[config.mk]
export PLATFORM = sky130hd
export DESIGN_NAME = motor_phase_decoder_flat
export DESIGN_NICKNAME = d
export VERILOG_FILES = /design/src/rtl/motor_phase_decoder_if.sv /design/src/rtl/motor_phase_decoder.sv /design/src/flat_wrapper.sv
export SDC_FILE = /design/constraint.sdc
export NUM_CORES = 1
export LEC_CHECK = 0
export CAP_MARGIN = 25
export CORE_MARGIN = 5
export CORE_UTILIZATION = 48
export DETAILED_ROUTE_END_ITERATION = 8
export MAX_ROUTING_LAYER = met4
export PLACE_DENSITY = 0.75
export SLEW_MARGIN = 20
export SYNTH_ARGS = -nofsm -noshare
export SYNTH_HDL_FRONTEND = slang
export SYNTH_SLANG_ARGS = --single-unit
[constraint.sdc]
create_clock -name CLK -period 10 [get_ports CLK]
set_clock_uncertainty 0.15 [all_clocks]
set_input_delay 1.5 -clock CLK [delete_from_list [all_inputs] [get_ports CLK]]
set_output_delay 1.5 -clock CLK [all_outputs]
set_load 0.02 [all_outputs]
[src/rtl/motor_phase_decoder_if.sv]
// motor_phase_decoder_if: phase-line observation and step/position telemetry bundle
interface motor_phase_decoder_if #(
    parameter int POS_W = 16,
    parameter int PER_W = 16
);
    logic [3:0] F;
    logic clr;
    logic step;
    logic dir;
    logic [POS_W-1:0] pos;
    logic [PER_W-1:0] period;
    logic period_valid;
    logic stalled;
    logic fault;
    logic phase_ok;
    modport master (output F, clr, input step, dir, pos, period, period_valid, stalled, fault, phase_ok);
    modport slave (input F, clr, output step, dir, pos, period, period_valid, stalled, fault, phase_ok);
endinterface

[src/rtl/motor_phase_decoder.sv]
// motor_phase_decoder: turns observed 4-phase stepper patterns into step, direction, position, period, stall and fault telemetry
module motor_phase_decoder #(
    parameter int POS_W = 16,
    parameter int PER_W = 16,
    parameter int FILT = 2,
    parameter int STALL_CYCLES = 1000
) (
    input logic CLK,
    input logic RST_N,
    motor_phase_decoder_if.slave bus
);
    localparam logic [0:0] ACQ = 1'b0;
    localparam logic [0:0] TRACK = 1'b1;
    localparam logic [3:0] FL = 4'(FILT);
    localparam logic [PER_W-1:0] ST = PER_W'(STALL_CYCLES - 1);
    localparam logic [PER_W-1:0] MX = '1;

    function automatic logic [2:0] dec(input logic [3:0] p);
        return p == 4'b0011 ? 3'b100 : p == 4'b0110 ? 3'b101 : p == 4'b1100 ? 3'b110 : p == 4'b1001 ? 3'b111 : 3'b000;
    endfunction

    logic [3:0] s1, s2, cand, fp, cnt, cnt_n;
    logic [0:0] st;
    logic [1:0] idx, d;
    logic [2:0] dc;
    logic [PER_W-1:0] ic, ic_n;
    logic upd, trk, acq, fwd, rev, skp, ill, stp, fev, got;

    // filter qualification of s2 and classification of the new pattern against the tracked index
    always_comb begin
        cnt_n = s2 != cand ? 4'd1 : cnt == FL ? cnt : cnt + 4'd1;
        upd = cnt_n == FL && s2 != fp;
        dc = dec(s2);
        d = dc[1:0] - idx;
        trk = upd && st == TRACK;
        acq = upd && st == ACQ && dc[2];
        fwd = trk && dc[2] && d == 2'd1;
        rev = trk && dc[2] && d == 2'd3;
        skp = trk && dc[2] && d == 2'd2;
        ill = trk && !dc[2];
        stp = fwd || rev;
        fev = skp || ill;
        ic_n = st != TRACK || stp || ill ? '0 : ic == MX ? ic : ic + PER_W'(1);
    end

    // two-stage synchronizer for the asynchronous phase lines
    always_ff @(posedge CLK or negedge RST_N) begin
        if (!RST_N) begin
            s1 <= '0;
            s2 <= '0;
        end else begin
            s1 <= bus.F;
            s2 <= s1;
        end
    end

    // glitch filter: s2 must stay put for FILT edges before it becomes the accepted pattern
    always_ff @(posedge CLK or negedge RST_N) begin
        if (!RST_N) begin
            cand <= '0;
            cnt <= '0;
            fp <= '0;
        end else begin
            cand <= s2;
            cnt <= cnt_n;
            if (upd) fp <= s2;
        end
    end

    // acquire/track sequencing, position, period measurement, stall and fault flags
    always_ff @(posedge CLK or negedge RST_N) begin
        if (!RST_N) begin
            st <= ACQ;
            idx <= '0;
            ic <= '0;
            got <= 1'b0;
            bus.step <= 1'b0;
            bus.dir <= 1'b1;
            bus.pos <= '0;
            bus.period <= '0;
            bus.period_valid <= 1'b0;
            bus.stalled <= 1'b0;
            bus.fault <= 1'b0;
            bus.phase_ok <= 1'b0;
        end else begin
            st <= ill ? ACQ : acq ? TRACK : st;
            if (upd && dc[2]) idx <= dc[1:0];
            ic <= ic_n;
            got <= fev ? 1'b0 : stp ? 1'b1 : got;
            bus.step <= stp;
            if (stp) bus.dir <= fwd;
            bus.pos <= bus.clr ? '0 : fwd ? bus.pos + POS_W'(1) : rev ? bus.pos - POS_W'(1) : bus.pos;
            if (stp) bus.period <= ic == MX ? MX : ic + PER_W'(1);
            bus.period_valid <= fev ? 1'b0 : stp ? got : bus.period_valid;
            bus.stalled <= st == TRACK && !stp && !ill && (ic_n == ST || bus.stalled);
            bus.fault <= fev || (bus.fault && !bus.clr);
            bus.phase_ok <= upd ? dc[2] : bus.phase_ok;
        end
    end
endmodule

[src/flat_wrapper.sv]
// flat-port wrapper written by rule: the top's interface ports become plain ports
module motor_phase_decoder_flat 
#(
    parameter int POS_W = 16,
    parameter int PER_W = 16,
    parameter int FILT = 2,
    parameter int STALL_CYCLES = 1000
)
  (CLK, RST_N, bus_F, bus_clr, bus_step, bus_dir, bus_pos, bus_period, bus_period_valid, bus_stalled, bus_fault, bus_phase_ok);
  motor_phase_decoder_if #(.POS_W(POS_W), .PER_W(PER_W)) bus_i ();
  input logic CLK;
  input logic RST_N;
  input wire logic [$bits(bus_i.F)-1:0] bus_F;
  input wire logic [$bits(bus_i.clr)-1:0] bus_clr;
  output wire logic [$bits(bus_i.step)-1:0] bus_step;
  output wire logic [$bits(bus_i.dir)-1:0] bus_dir;
  output wire logic [$bits(bus_i.pos)-1:0] bus_pos;
  output wire logic [$bits(bus_i.period)-1:0] bus_period;
  output wire logic [$bits(bus_i.period_valid)-1:0] bus_period_valid;
  output wire logic [$bits(bus_i.stalled)-1:0] bus_stalled;
  output wire logic [$bits(bus_i.fault)-1:0] bus_fault;
  output wire logic [$bits(bus_i.phase_ok)-1:0] bus_phase_ok;
  assign bus_i.F = bus_F;
  assign bus_i.clr = bus_clr;
  assign bus_step = bus_i.step;
  assign bus_dir = bus_i.dir;
  assign bus_pos = bus_i.pos;
  assign bus_period = bus_i.period;
  assign bus_period_valid = bus_i.period_valid;
  assign bus_stalled = bus_i.stalled;
  assign bus_fault = bus_i.fault;
  assign bus_phase_ok = bus_i.phase_ok;
  motor_phase_decoder #(.POS_W(POS_W), .PER_W(PER_W), .FILT(FILT), .STALL_CYCLES(STALL_CYCLES)) u_core (.CLK(CLK), .RST_N(RST_N), .bus(bus_i));
endmodule
==> results of run 1 <==
-- cell type report --
cell class | count | area share [%]
clock buffer | 11 | 2.65
clock inverter | 5 | 1.64
timing repair buffer | 44 | 8.91
multi-input combinational | 318 | 44.0
tap | 108 | 2.73
sequential | 78 | 39.4
inverter | 8 | 0.606
-- per-stage QoR --
step           instances  utilization [%]  cell area (um^2)  hold WS [ps]
6_report             572             56.8              4950           203
3_5_place_dp         556             54.3              4740           186
2_1_floorplan        422                -              4280           181
5_1_grt              572             56.8              4950           216
4_1_cts              572             56.8              4950           205
3_3_place_gp         556             54.3              4740           184
-- flip-flops by register name (all words and copies together) (netlist names) --
signal                   count
u_core.st                    1
u_core.bus.phase_ok          1
u_core.idx                   2
u_core.bus.fault             1
u_core.s1                    4
u_core.got                   1
u_core.fp                    4
u_core.bus.period_valid      1
u_core.ic                   16
u_core.bus.period           16
u_core.bus.stalled           1
u_core.bus.step              1
u_core.cnt                   4
u_core.bus.pos              16
u_core.s2                    4
u_core.cand                  4
u_core.bus.dir               1
-- cell usage after synthesis, types with 7 or more instances --
| cell | n |
|---|---|
| dfrtp_1 | 77 |
| nand2_1 | 49 |
| nor2_1 | 40 |
| a21oi_1 | 30 |
| o21ai_0 | 27 |
| ha_1 | 21 |
| xor2_1 | 14 |
| nand3_1 | 13 |
| xnor2_1 | 13 |
| a21o_1 | 8 |
| buf_2 | 7 |
-- final timing paths --
path	endpoint	slack, ps	cells past startpoint
max in group asynchronous	u_core.bus.pos[0]	8210	1
max	u_core.bus.pos[15]	4260	15
max reg2reg	u_core.bus.pos[15]	4260	15
min in group asynchronous	u_core.s1[2]	1020	1
min	u_core.s2[0]	200	0
min reg2reg	u_core.s2[0]	200	0
-- power breakdown --
| part | total [mW] | internal (mW) | switching (mW) |
|---|---|---|---|
| sequential | 0.353 | 0.335 | 0.0177 |
| clock | 0.258 | 0.141 | 0.117 |
| combinational | 0.0961 | 0.0420 | 0.0540 |
| total | 0.708 | 0.519 | 0.189 |
-- layout by cell type, fill, tap and decap left out, drive strengths merged, types with 3 or more instances in the layout --
cell / count
inv: 9
o21ai: 29
nor2b: 5
nand2b: 6
clkbuf: 11
nor3b: 3
nor3: 6
nand3b: 3
mux2i: 3
a311o: 3
a31oi: 4
and4b: 3
nand3: 15
nand2: 50
ha: 21
dfrtp: 77
and2: 3
xnor2: 17
a21o: 8
and3: 3
clkdlybuf4s50: 43
a21oi: 32
nor4: 10
nand4: 4
mux2: 6
nor2: 41
o21a: 4
xor2: 14
-- per-layer routing --
layer / vias up / share of wire (%)
li1: 1569 / -
met1: 1506 / 47
met2: 59 / 48
met3: 15 / 3.4
met4: 0 / 1.9
met5: - / 0
-- worst register-to-register path, delay by kind of cell, from the launching register on --
family          cells  cell delay [ps]
mux                 2              540
compound gates      5             1120
flops               1              550
buf+inv             1              510
simple gates        5             1900
fa+ha+maj           2              860
-- logic make-up (layout without fill, tap and decap cells) --
family	count (synthesis)	count (layout)	synth area share [%]
AOI/OAI and AO/OA	97	97	14.7
xor gates and xnor gates	31	31	7.32
adders and majority gates	22	22	6.61
buffers and inverters	26	68	3.28
DFF	78	78	45.7
muxes	9	9	2.28
and+or+nand+nor	159	159	20.1
==> impl_metrics.tcl, run 1 <==
set metrics [dict create \
    ir_worst_vdd_mv 0.0891 \
    numPortBuffers 44 \
    cts_buffer_depth 2 \
    fin_ws_ps 4260 \
    r2r_start "u_core.s2[1]" \
    clock-sinks 78 \
    multi_input_area_mm2 0.00218 \
    syn_avg_cell_area_um2 10.1 \
    die_y_um 104 \
    synthCells 422 \
    post-route-period-util_pct 57.4 \
    synth_top_area_cell "dfrtp_1" \
    ioPinCount 45 \
    min_from "u_core.s1[0]" \
    pre_cts_slack_ps 4240 \
    rsz0062_at_grt "false" \
    path_cells "and4bb_2, a21oi_1, ha_1, nor3b_2, nand3_2, inv_2, nand2_1, ha_1, and3_1, a221o_1, a21oi_4, o21ai_1, a41oi_2, mux2i_1, mux2_1" \
    syn2layout_area_growth_pct 15.9 \
    p_leak_nw 2.10 \
    drv_cap 0 \
    finalPower_uw 708 \
    p_per_area_mw_per_mm2 143 \
    worstSkewPairLatency_ps 350 \
    ys_seq_elements 78 \
    arrival_ps 5830 \
    grt_pass1_vias 3134 \
    ctsResizeCount 0 \
    grt_max_degree 79 \
    drt-initial-drc-count 82 \
    crit_path_max_fanout 43 \
    cts_root_buf "clkbuf_8" \
    crit_start "u_core.s2[1]" \
    synth.distinct_cells 66 \
    wire_per_inst_um 14.6 \
    use_met1_pct 21.6 \
    cp-end-kind "register" \
    synth_area_leaders "dfrtp_1 45%, ha_1 6.1%, nand2_1 4.3%, a21oi_1 3.5%, nor2_1 3.5%" \
    ys_seq_area_share_pct 45.7 \
    antenna_cells 0 \
    status "finished, final reports clean" \
    ys_async_sr_fraction_pct 100 \
    vias 3149 \
    synth_area_mm2 0.00428 \
    synth_fp_nets 451 \
    crit_type "register to register" \
    grt_use_met2_pct 25.1 \
    cp_slowest_cell "nand3_2" \
    synth-edff-count 0 \
    max_stage_delay_ps 640 \
    nets 488 \
    setup.worst_path.start_class "register" \
    start_util_pct 49.0 \
    cp_num_buf_inv 1 \
    cp_common_cell "ha_1" \
    drv_slew 0 \
    path_delay_family "simple AND/OR/NAND/NOR gates" \
    drc 0 \
    rows 34 \
    grt-busiest-layer "met2" \
    post_cts_buffers 0 \
    crit_required_ps 10090 \
    viasPerCell 5.51 \
    overflow 0 \
    synth_top_area_share_pct 45.1 \
    gp_congestion 0.921 \
    min_path_type "register to register" \
    min_period_ps 5740 \
    gr-usage-met3_pct 2.92 \
    first_pass_iters 4 \
    grt_pass1_wl_um 14600 \
    cts_buffers 9 \
    setup_tns_ps 0 \
    regArea_mm2 0.00195 \
    drive_gt1_share_pct 9.70 \
    worst_pin_slew_ps 790 \
    clock.fmax_mhz 174 \
    yosys_most_used_dff "dfrtp_1" \
    ant_nets 0 \
    postCtsHoldBufs 0 \
    clkTransAtPathRegs_ps 80 \
    fill_cells 730 \
    antenna_found_initial 0 \
    relSlewSlack_pct 47.3 \
    wl_um 8340 \
    cts_tree "yes" \
    yosys_warnings 0 \
    dieArea_mm2 0.0109 \
    finalSetupViolations 0 \
    grtUsageTotal_pct 16.5 \
    die_w_um 104 \
    design.core.area_mm2 0.00872 \
    htree_levels 3 \
    finalHoldViolCount 0 \
    place.detailed.hpwl_um 5830 \
]
(Power assumes the default switching activity.)
==> inputs of run 2 (changes only) <==
Clock period 10 ns to 5.5 ns, I/O delays scaled along.
==> impl_metrics.tcl, run 2 (synthesized netlist as in run 1, its figures left out) <==
set metrics [dict create \
    status "finished, final reports clean" \
    finalHoldViolCount 0 \
    grt_pass1_wl_um 15500 \
    crit_path_max_fanout 18 \
    cp_common_cell "ha_1" \
    postCtsHoldBufs 0 \
    min_to "u_core.s2[0]" \
    setup.worst_path.start_class "register" \
    first_pass_iters 5 \
    post_cts_buffers 0 \
    min_period_ps 4860 \
    worstSkewPairLatency_ps 350 \
    ioPinCount 45 \
    crit_required_ps 5590 \
    clock.fmax_mhz 206 \
    ir_worst_vdd_mv 0.170 \
    rsz0062_at_grt "false" \
    die_w_um 104 \
    reg2regPathDepth 15 \
    cp_slowest_cell "dfrtp_1" \
    cell_internal_pwr_uw 990 \
    p_leak_nw 2.12 \
    cts_root_buf "clkbuf_8" \
    p_comb_share_pct 13.4 \
    rrSetupSlack_ps 640 \
    p_clk_share_pct 38.4 \
    setup_tns_ps 0 \
    fill_cells 736 \
    final_cell_mix "77 x dfrtp_1, 49 x nand2_1, 43 x clkdlybuf4s50_1, 40 x nor2_1, 30 x a21oi_1" \
    p_per_area_mw_per_mm2 266 \
    cts_buffer_depth 2 \
    wire_per_inst_um 15.0 \
    ant_nets 0 \
    grt_max_degree 79 \
    start_util_pct 49.0 \
    grt_pass1_vias 3329 \
    arrival_ps 4960 \
    fin_ws_ps 636 \
    drv_cap 0 \
    place.detailed.hpwl_um 6010 \
    rr_endpoint "u_core.bus.pos[15]" \
    htree_levels 3 \
    min_from "u_core.s1[0]" \
    cp-end-kind "register" \
    biggestRegsByFlops "u_core.bus.period (16), u_core.bus.pos (16), u_core.ic (16)" \
    post-route-util_pct 57.4 \
    antenna_cells 0 \
    path_cells "and4bb_2, a21oi_1, ha_1, nor3b_2, nand3_2, inv_2, nand2_1, ha_1, a21o_1, a221o_1, a21oi_4, o21ai_1, a41oi_2, mux2i_1, mux2_1" \
    clock-sinks 78 \
    ctsResizeCount 0 \
    rows 34 \
    final_cells 574 \
    switching_power_uw 342 \
    dp.cells 557 \
    relSlewSlack_pct 49.4 \
    dieArea_mm2 0.0109 \
    cts_buffers 9 \
    drv_slew 0 \
    crit_type "register to register" \
    min_path_type "register to register" \
    swShare_pct 25.7 \
    nets 490 \
    max_stage_delay_ps 540 \
    wl_um 8590 \
    antenna_found_initial 0 \
    holdPathStages 0 \
    die_y_um 104 \
    viasPerCell 5.56 \
    layout_commonest_cell "dfrtp_1" \
    drc 0 \
    grtUsageTotal_pct 17.3 \
    worst_pin_slew_ps 757 \
    finalSetupViolations 0 \
    overflow 0 \
    gp_congestion 0.933 \
    design.core.area_mm2 0.00872 \
    seq_power_share_pct 48.2 \
    numPortBuffers 44 \
    drt-initial-drc-count 136 \
    drive_gt1_share_pct 9.87 \
    syn2layout_area_growth_pct 17.0 \
    cts_tree "yes" \
    post-route-period-util_pct 88.4 \
    vias 3193 \
    pre_cts_slack_ps 585 \
    r2r_start "u_core.s2[1]" \
    clkTransAtPathRegs_ps 80 \
]
## run 2: changes by cell type in the layout (fill, tap and decap cells not counted)
cell        previous run  this run
buf_4                  0         2
buf_6                  1         0
buf_16                 0         1
clkbuf_1               2         3
bufinv_16              2         3
inv_6                  1         0
clkinvlp_4             1         0
## run 2: routing by layer
| layer | vias to the layer above | GRT usage, % | routed length [um] |
|---|---|---|---|
| met4 | 0 | 6.29 | 136 |
| li1 | 1568 | - | - |
| met1 | 1557 | 21.6 | 3820 |
| met2 | 55 | 28.4 | 4370 |
| met5 | - | - | 0 |
| met3 | 13 | 2.79 | 258 |
## run 2: worst max-delay path: cells and delay by family, from the launching register on
kind,cells,cell delay (ps)
compound gates,6,1330
fa+ha+maj,2,820
buf+inv,1,230
flops,1,540
mux,2,540
simple gates,4,1140
## run 2: cell type report
cell class	count	area, um^2	share of cell area [%]
clock buffer	12	135	2.70
clock inverter	4	95.1	1.90
inverter	8	30.0	0.600
multi-input combinational	318	2180	43.6
sequential	78	1950	39.0
tap	108	135	2.70
timing repair buffer	46	473	9.45
## run 2: worst max-delay path by stage
stage / start / end / cells past startpoint / slack, ps
detailed placement: u_core.s2[1] / u_core.bus.pos[15] / 15 / 590
global route: u_core.s2[1] / u_core.bus.pos[15] / 15 / 230
floorplan: u_core.s2[2] / u_core.bus.pos[15] / 17 / 1080
CTS: u_core.s2[1] / u_core.bus.pos[15] / 15 / 580
global placement: u_core.s2[0] / u_core.bus.pos[15] / 15 / 820
finish: u_core.s2[1] / u_core.bus.pos[15] / 15 / 640
## run 2: through the flow
| stage | power, mW | hold WS (ps) | cell area, um^2 |
|---|---|---|---|
| global placement | 0.825 | 185 | 4750 |
| global route | 1.39 | 217 | 5000 |
| floorplan | 0.776 | 181 | 4280 |
| finish | 1.33 | 204 | 5000 |
| detailed placement | 0.832 | 188 | 4750 |
| CTS | 1.34 | 207 | 4980 |
## run 2: power by group through the flow
stage                     sequential (mW)  combinational, mW  clock, mW
after global routing                0.648              0.198      0.543
after global placement              0.650              0.174          0
after CTS                           0.642              0.180      0.520
final                               0.642              0.179      0.512
after detailed placement            0.654              0.178          0
after floorplan                     0.650              0.126          0
==> inputs of run 3 (changes only) <==
Settings changed: SLEW_MARGIN 20 to 10.
Clock period 5.5 ns to 5.7 ns, I/O delays scaled along.
==> impl_metrics.tcl, run 3 (synthesized netlist as in run 1, its figures left out) <==
set metrics [dict create \
    cp-end-kind "register" \
    min_period_ps 5110 \
    p_leak_nw 2.13 \
    fin_ws_ps 588 \
    crit_path_max_fanout 43 \
    crit_start "u_core.s2[1]" \
    postCtsHoldBufs 0 \
    clkTransAtPathRegs_ps 80 \
    die_y_um 104 \
    crit_required_ps 5780 \
    rrSetupSlack_ps 590 \
    rsz0062_at_grt "false" \
    wl_um 8280 \
    fin_hold_ws_ps 202 \
    post-route-period-util_pct 89.7 \
    start_util_pct 49.0 \
    dieArea_mm2 0.0109 \
    die_w_um 104 \
    pre_cts_slack_ps 581 \
    reg2regPathDepth 16 \
    nets 490 \
    status "finished, final reports clean" \
    grtUsageTotal_pct 15.8 \
    crit_type "register to register" \
    ctsResizeCount 0 \
    finalPower_mw 1.30 \
    cts_root_buf "clkbuf_8" \
    grt_max_degree 79 \
    htree_levels 3 \
    drv_cap 0 \
    numPortBuffers 44 \
    rr_endpoint "u_core.bus.pos[15]" \
    postPlaceCellArea_mm2 0.00475 \
    biggestRegsByFlops "u_core.bus.period (16), u_core.bus.pos (16), u_core.ic (16)" \
    setup.worst_path.start_class "register" \
    syn2layout_area_growth_pct 17.4 \
    min_from "u_core.s1[0]" \
    place.detailed.hpwl_um 5820 \
    post-route-util_pct 57.6 \
    arrival_ps 5190 \
    dp.cells 557 \
    final_cells 574 \
    design.core.area_mm2 0.00872 \
    min_path_type "register to register" \
    clock.fmax_mhz 196 \
    final_cell_mix "77 x dfrtp_1, 49 x nand2_1, 43 x clkdlybuf4s50_1, 40 x nor2_1, 30 x a21oi_1" \
    setup_tns_ps 0 \
    endpoint "u_core.bus.pos[15]" \
    first_pass_iters 4 \
    viasPerCell 5.49 \
    finalHoldViolCount 0 \
    drive_gt1_share_pct 10.3 \
    ant_nets 0 \
    worstSkewPairLatency_ps 340 \
    ioPinCount 45 \
    ir_worst_vdd_mv 0.198 \
    overflow 0 \
    gp_congestion 0.940 \
    r2r_start "u_core.s2[1]" \
    drv_slew 0 \
    grt_pass1_vias 3123 \
    worst_pin_slew_ps 751 \
    cts_buffers 9 \
    finalSetupViolations 0 \
    clock-sinks 78 \
    wire_per_inst_um 14.4 \
    vias 3151 \
    relSlewSlack_pct 49.8 \
    rows 34 \
    cts_tree "yes" \
    cts_buffer_depth 2 \
    drc 0 \
    antenna_found_initial 0 \
    p_per_area_mw_per_mm2 259 \
    post_cts_buffers 0 \
    antenna_cells 0 \
    drt-initial-drc-count 92 \
    layout_commonest_cell "dfrtp_1" \
    grt_pass1_wl_um 14100 \
    stdcell_area_mm2 0.00502 \
]
-- run 3: cell count changes in the layout (fill, tap and decap cells not counted), sizes merged --
cell / previous run / this run
clkbuf: 12 / 11
clkinvlp: 0 / 1
-- run 3: critical path, cell delays in order, from the launching register on --
cell	delay [ps]
dfrtp_1	550
and4bb_2	270
a21oi_1	180
ha_1	300
nor3b_2	280
nand3_2	90
buf_4	270
inv_2	250
nand2_1	470
ha_1	510
a21o_1	190
a221o_1	420
a21oi_4	180
o21ai_1	120
a41oi_2	200
mux2i_1	220
mux2_1	340
-- run 3: cell type report --
cell class / instances / area (um^2)
inverters: 8 / 30.0
repair buffers: 46 / 473
clock buffers: 11 / 141
well taps: 108 / 135
clock inverters: 5 / 106
multi-input cells: 318 / 2180
flip-flops and latches: 78 / 1950
fillers: 742 / 3700
-- run 3: metal layers --
metal	global-route usage [%]	up-vias	share of wire, %	routed length [um]
li1	-	1569	-	-
met1	20.3	1519	47	3890
met2	25.2	52	48	3990
met3	3.35	11	3.5	287
met4	5.00	0	1.4	114
met5	-	-	0	0
-- run 3: worst min path at each step --
stage | to | cells after the start
after floorplan | u_core.s2[0] | 0
after detailed placement | u_core.s2[2] | 0
after CTS | u_core.s2[2] | 0
after global placement | u_core.s2[0] | 0
final | u_core.s2[0] | 0
after global routing | u_core.cnt[1] | 1
-- run 3: power breakdown --
| group | internal, mW | total [mW] | leakage (nW) | switching [mW] |
|---|---|---|---|---|
| logic | 0.0757 | 0.171 | 0.974 | 0.0951 |
| clock network | 0.304 | 0.510 | 0.120 | 0.206 |
| registers | 0.588 | 0.619 | 1.04 | 0.0306 |
